$ cat src/rtl/dac_spi_pkg.sv
// dac_spi_pkg: shared types and constants for the DAC SPI transmitter
package dac_spi_pkg;

   localparam int         FRAME_BITS  = 16;
   localparam logic [3:0] CMD_DEFAULT = 4'b0011;

   typedef enum logic [2:0] {
      IDLE,
      SETUP,
      SHIFT_HI,
      SHIFT_LO,
      HOLD,
      GAP
   } state_t;

   function automatic logic [FRAME_BITS-1:0] build_frame(input logic [3:0] cmd, input logic [7:0] sample);
      return {cmd, sample, 4'b0000};
   endfunction

endpackage

$ cat src/rtl/sclk_phase_gen.sv
// sclk_phase_gen: counts CLK_DIV clk cycles per SCLK half-period and strobes on the last one
module sclk_phase_gen #(
   parameter int CLK_DIV = 2
) (
   input  logic clk,
   input  logic rst,
   input  logic en,
   output logic phase_end
);

   logic [7:0] cnt;

   assign phase_end = en && (cnt == 8'(CLK_DIV - 1));

   // restart from zero while disabled and after every completed phase
   always_ff @(posedge clk or posedge rst) begin
      if (rst) cnt <= '0;
      else     cnt <= (!en || phase_end) ? '0 : cnt + 8'd1;
   end

endmodule

$ cat src/rtl/dac_spi_tx.sv
// dac_spi_tx: serialises 8-bit samples into 16-bit mode-0 SPI frames {CMD, sample, 0000}
module dac_spi_tx
   import dac_spi_pkg::*;
#(
   parameter int         CLK_DIV = 2,
   parameter logic [3:0] CMD     = CMD_DEFAULT
) (
   input  logic       clk,
   input  logic       rst,
   input  logic [7:0] din,
   input  logic       din_valid,
   output logic       din_ready,
   output logic       sclk,
   output logic       cs_n,
   output logic       mosi,
   output logic       frame_done
);

   state_t                state, state_next;
   logic [FRAME_BITS-1:0] shreg, shreg_next;
   logic [3:0]            bit_cnt, bit_cnt_next;
   logic                  phase_end, accept, bit_end, shift;
   logic                  cs_n_next, sclk_next, mosi_next, din_ready_next, frame_done_next;

   assign accept  = (state == IDLE) && din_ready && din_valid;
   assign bit_end = (state == SHIFT_HI) && phase_end;
   assign shift   = bit_end && (bit_cnt != 4'd0);

   sclk_phase_gen #(.CLK_DIV(CLK_DIV)) u_phase (
      .clk       (clk),
      .rst       (rst),
      .en        (state != IDLE),
      .phase_end (phase_end)
   );

   // state register
   always_ff @(posedge clk or posedge rst) begin
      if (rst) state <= IDLE;
      else     state <= state_next;
   end

   // next-state: every non-idle state lasts one phase; the last bit's high phase leads to HOLD
   always_comb begin
      state_next = state;
      case (state)
         IDLE:     state_next = accept    ? SETUP : IDLE;
         SETUP:    state_next = phase_end ? SHIFT_HI : SETUP;
         SHIFT_HI: state_next = phase_end ? ((bit_cnt == 4'd0) ? HOLD : SHIFT_LO) : SHIFT_HI;
         SHIFT_LO: state_next = phase_end ? SHIFT_HI : SHIFT_LO;
         HOLD:     state_next = phase_end ? GAP : HOLD;
         GAP:      state_next = phase_end ? IDLE : GAP;
         default:  state_next = IDLE;
      endcase
   end

   // shift register loads on accept and advances as each high phase ends (bit 0 is never shifted past)
   always_comb begin
      shreg_next   = accept ? build_frame(CMD, din) : (shift ? (shreg << 1) : shreg);
      bit_cnt_next = accept ? 4'(FRAME_BITS - 1) : (shift ? bit_cnt - 4'd1 : bit_cnt);
   end

   // output decode from the upcoming state, so every output is a register
   always_comb begin
      cs_n_next       = (state_next == IDLE) || (state_next == GAP);
      sclk_next       = state_next == SHIFT_HI;
      mosi_next       = ((state_next == SETUP) || (state_next == SHIFT_HI) || (state_next == SHIFT_LO))
                        ? shreg_next[FRAME_BITS-1] : 1'b0;
      din_ready_next  = state_next == IDLE;
      frame_done_next = (state == HOLD) && (state_next == GAP);
   end

   // datapath and output registers
   always_ff @(posedge clk or posedge rst) begin
      if (rst) begin
         shreg      <= '0;
         bit_cnt    <= '0;
         cs_n       <= 1'b1;
         sclk       <= 1'b0;
         mosi       <= 1'b0;
         din_ready  <= 1'b0;
         frame_done <= 1'b0;
      end else begin
         shreg      <= shreg_next;
         bit_cnt    <= bit_cnt_next;
         cs_n       <= cs_n_next;
         sclk       <= sclk_next;
         mosi       <= mosi_next;
         din_ready  <= din_ready_next;
         frame_done <= frame_done_next;
      end
   end

endmodule
$ cat config.mk
export PLATFORM = sky130hd
export DESIGN_NAME = dac_spi_tx
export DESIGN_NICKNAME = d
export VERILOG_FILES = /design/src/rtl/dac_spi_pkg.sv /design/src/rtl/sclk_phase_gen.sv /design/src/rtl/dac_spi_tx.sv
export SDC_FILE = /design/constraint.sdc
export NUM_CORES = 1
export LEC_CHECK = 0
export BUFFER_PORTS_ARGS = -buffer_cell sky130_fd_sc_hd__buf_2
export CAP_MARGIN = 20
export CELL_PAD_IN_SITES_DETAIL_PLACEMENT = 1
export CELL_PAD_IN_SITES_GLOBAL_PLACEMENT = 1
export CORE_ASPECT_RATIO = 1.25
export CORE_MARGIN = 2
export CORE_UTILIZATION = 46
export CTS_BUF_LIST = sky130_fd_sc_hd__clkbuf_16
export DETAILED_ROUTE_END_ITERATION = 8
export GPL_TIMING_DRIVEN = 0
export PLACE_DENSITY_LB_ADDON = 0.1
export SLEW_MARGIN = 10
export SYNTH_ARGS = -nofsm -noshare
export SYNTH_HDL_FRONTEND = slang
export SYNTH_SLANG_ARGS = --single-unit
$ cat constraint.sdc
create_clock -name clk -period 2.36 [get_ports clk]
set_clock_uncertainty 0.2 [all_clocks]
set_input_delay 0.236 -clock clk [delete_from_list [all_inputs] [get_ports clk]]
set_output_delay 0.236 -clock clk [all_outputs]
set_load 0.01 [all_outputs]
==> reports/qor.csv <==
metric,value,unit
cts_setup_buffers,0,
postSynthNetCount,165,
layout.cells.most_common,dfrtp_1,
floorplan.core_area,3450,sq um
timing_worst_slew_pin_value,0.727,ns
std_cell_rows,24,
criticalPathCategory,register to register,
clockRootBuffer,clkbuf_16,
post_synth.cell_area_avg,10.9,sq um
place_congestion,0.802,
slew-limit-headroom,51.5,%
crit_path_max_fanout,10,
synth_seq_area_share,53.4,%
layout-area-overhead-vs-synth,19.4,%
antenna_cells_inserted,0,
wl,3640,um
cp.required,2.32,ns
drive_above_1_share,23.6,%
yosys_register_bits,35,
yosysWarnings,0,
cell_leakage_power,1.01,nW
mappedNetlistArea,1640,sq um
dr_total_vias,1206,
timing.final.hold_violations,0,
synth_cells,150,
vias_in_the_first_global_route,1324,
mostFrequentLayoutCells,"dfrtp_1, buf_2, nor2_1",
launching_element_type_of_the_critical_path,register,
holdCritPathClass,input port to register,
final_antenna_net_count,0,
outcome,"complete, no violations",
die_y,70.8,um
remaining_drc_errors,0,
cts-buffers-inserted,5,
cts_sinks,35,
grt_pass1_wl,6280,um
top_level_ports,16,
1st_iter_drt_viols,19,
start_util,47.5,%
ctsHtreeMaxLevel,2,
achievable-frequency,445,MHz
dpl-instance-area,1770,sq um
nNetsFinal,188,
dominantRegCellSynth,dfrtp_1,
die_area,4070,sq um
total_grt_overflow,0,
netlist-cell-type-count,41,
setup-violations-final,0,
detailed_router_iteration_count_before_antenna_repair,4,
postLayoutCellArea,1960,sq um
ir_drop,0.559,mV
tritoncts,done,
antenna_found_initial,0,
clock_path_buffers,2,
postSynth.asyncResetShare,100,%
post_drt_via_cell_ratio,5.66,
hpwl,2530,um
worst_setup_hold_path_clk_slew,0.06,ns
critical_path_arrival,2.21,ns
synth_edf_count,0,
worstSetupEndpointType,register,
maxCapViolCount,0,
grt_use_total,19.9,%
post-route-period-util,95.2,%
grt_start_max_net_pins,36,
setup_repair_after_global_routing_missed_its_margin,true,
final_util,56.7,%
source_to_sink_clock_delay_at_the_later_pin_of_the_worst_skew_pair,0.28,ns
io_buffer_count,15,
fin_crit,2.25,ns
wire_per_inst,17.1,um
slew_viol_final,0,
power-per-cell-area,693,nW/um^2
die_extent_in_x,57.4,um
path summary, 6_finish.rpt:
kind	from	endpoint	slack [ns]	cells after the start
setup / recovery	bit_cnt[1]	shreg[8]	0.11	8
hold / removal	din[0]	shreg[4]	0.06	3
setup reg to reg	bit_cnt[1]	shreg[8]	0.11	8
hold reg to reg	shreg[11]	shreg[11]	0.28	1
max in group asynchronous	rst	shreg[9]	1.06	3
min in group asynchronous	rst	u_phase.cnt[7]	0.43	3
state kept, by name, summed over array words and instances, names as in the netlist:
register	flops
shreg	15
cs_n	1
state	3
din_ready	1
u_phase.cnt	8
sclk	1
frame_done	1
mosi	1
bit_cnt	4
timing repair:
action | 4_1_cts | 5_1_grt
hold buffers | 1 | 0
resized for setup | 1 | 5
setup endpoints to repair | 1 | 15
endpoints found under the hold margin | 34 | 0
pin swaps | 0 | 2
metrics by stage:
stage	TNS, ns	instances	hold WS, ns	power, W	setup slack [ns]
after global placement	0	204	0.260	0.000631	0.109
after floorplan	0	150	0.190	0.000620	0.270
after global routing	-0.0342	213	0.0671	0.00140	-0.0342
final	0	213	0.0592	0.00136	0.113
after CTS	0	213	0.0569	0.00138	0.00892
after detailed placement	0	204	0.203	0.000632	0.0160
synth_stat cells, types with 2 or more instances:
library cell,instances,area [sq um]
a22o_1,8,70.1
dfrtp_1,34,851
o21ai_1,2,10.0
nor2_1,14,52.6
and3_1,4,25.0
a21o_1,8,60.1
a22oi_1,2,15.0
nand3_1,2,10.0
mux2i_1,2,20.0
xnor2_1,3,26.3
a21oi_1,8,40.0
o21ai_0,9,45.0
clkbuf_1,2,7.51
nand2_1,11,41.3
xor2_1,2,17.5
nor3_1,3,15.0
and2_1,2,12.5
and4_2,2,20.0
ha_1,4,50.1
buf_6,2,22.5
inv_1,6,22.5
routing by layer:
layer | GRT usage (%) | vias up | part of all wire, %
met1 | 24.4 | 601 | 42
li1 | - | 580 | -
met4 | 6.20 | 0 | 2.1
met3 | 4.39 | 6 | 2.8
met5 | 0 | - | 0
met2 | 34.6 | 19 | 53
critical path, cell delays in order (launching register included):
cell,delay (ns)
dfrtp_1,0.39
inv_1,0.09
ha_1,0.16
or3b_4,0.39
and4_1,0.22
buf_4,0.16
buf_6,0.14
a22o_1,0.23
a21o_1,0.16
layout make-up:
| class | count | area, sq um |
|---|---|---|
| timing repair buffer | 16 | 85.1 |
| clock inverter | 3 | 43.8 |
| multi-input combinational | 104 | 718 |
| inverter | 6 | 22.5 |
| buffer | 5 | 38.8 |
| sequential | 35 | 877 |
| clock buffer | 5 | 125 |
| fill | 383 | 1490 |
| tap | 39 | 48.8 |
kinds of logic after synthesis:
group | Yosys count | share of synthesized area [%]
simple gates | 50 | 18.0
compound gates | 43 | 18.0
flops | 35 | 53.4
buf+inv | 11 | 3.66
xor+xnor | 5 | 2.67
fa+ha+maj | 4 | 3.05
mux | 2 | 1.22
power breakdown:
part           internal, W  leakage (nW)  switching [W]
clock network     0.000497        0.0838       0.000239
logic           0.00000694         0.486      0.0000139
registers         0.000601         0.445              0
total              0.00110          1.01       0.000253
Note: power is estimated with default switching activity, not from simulation.
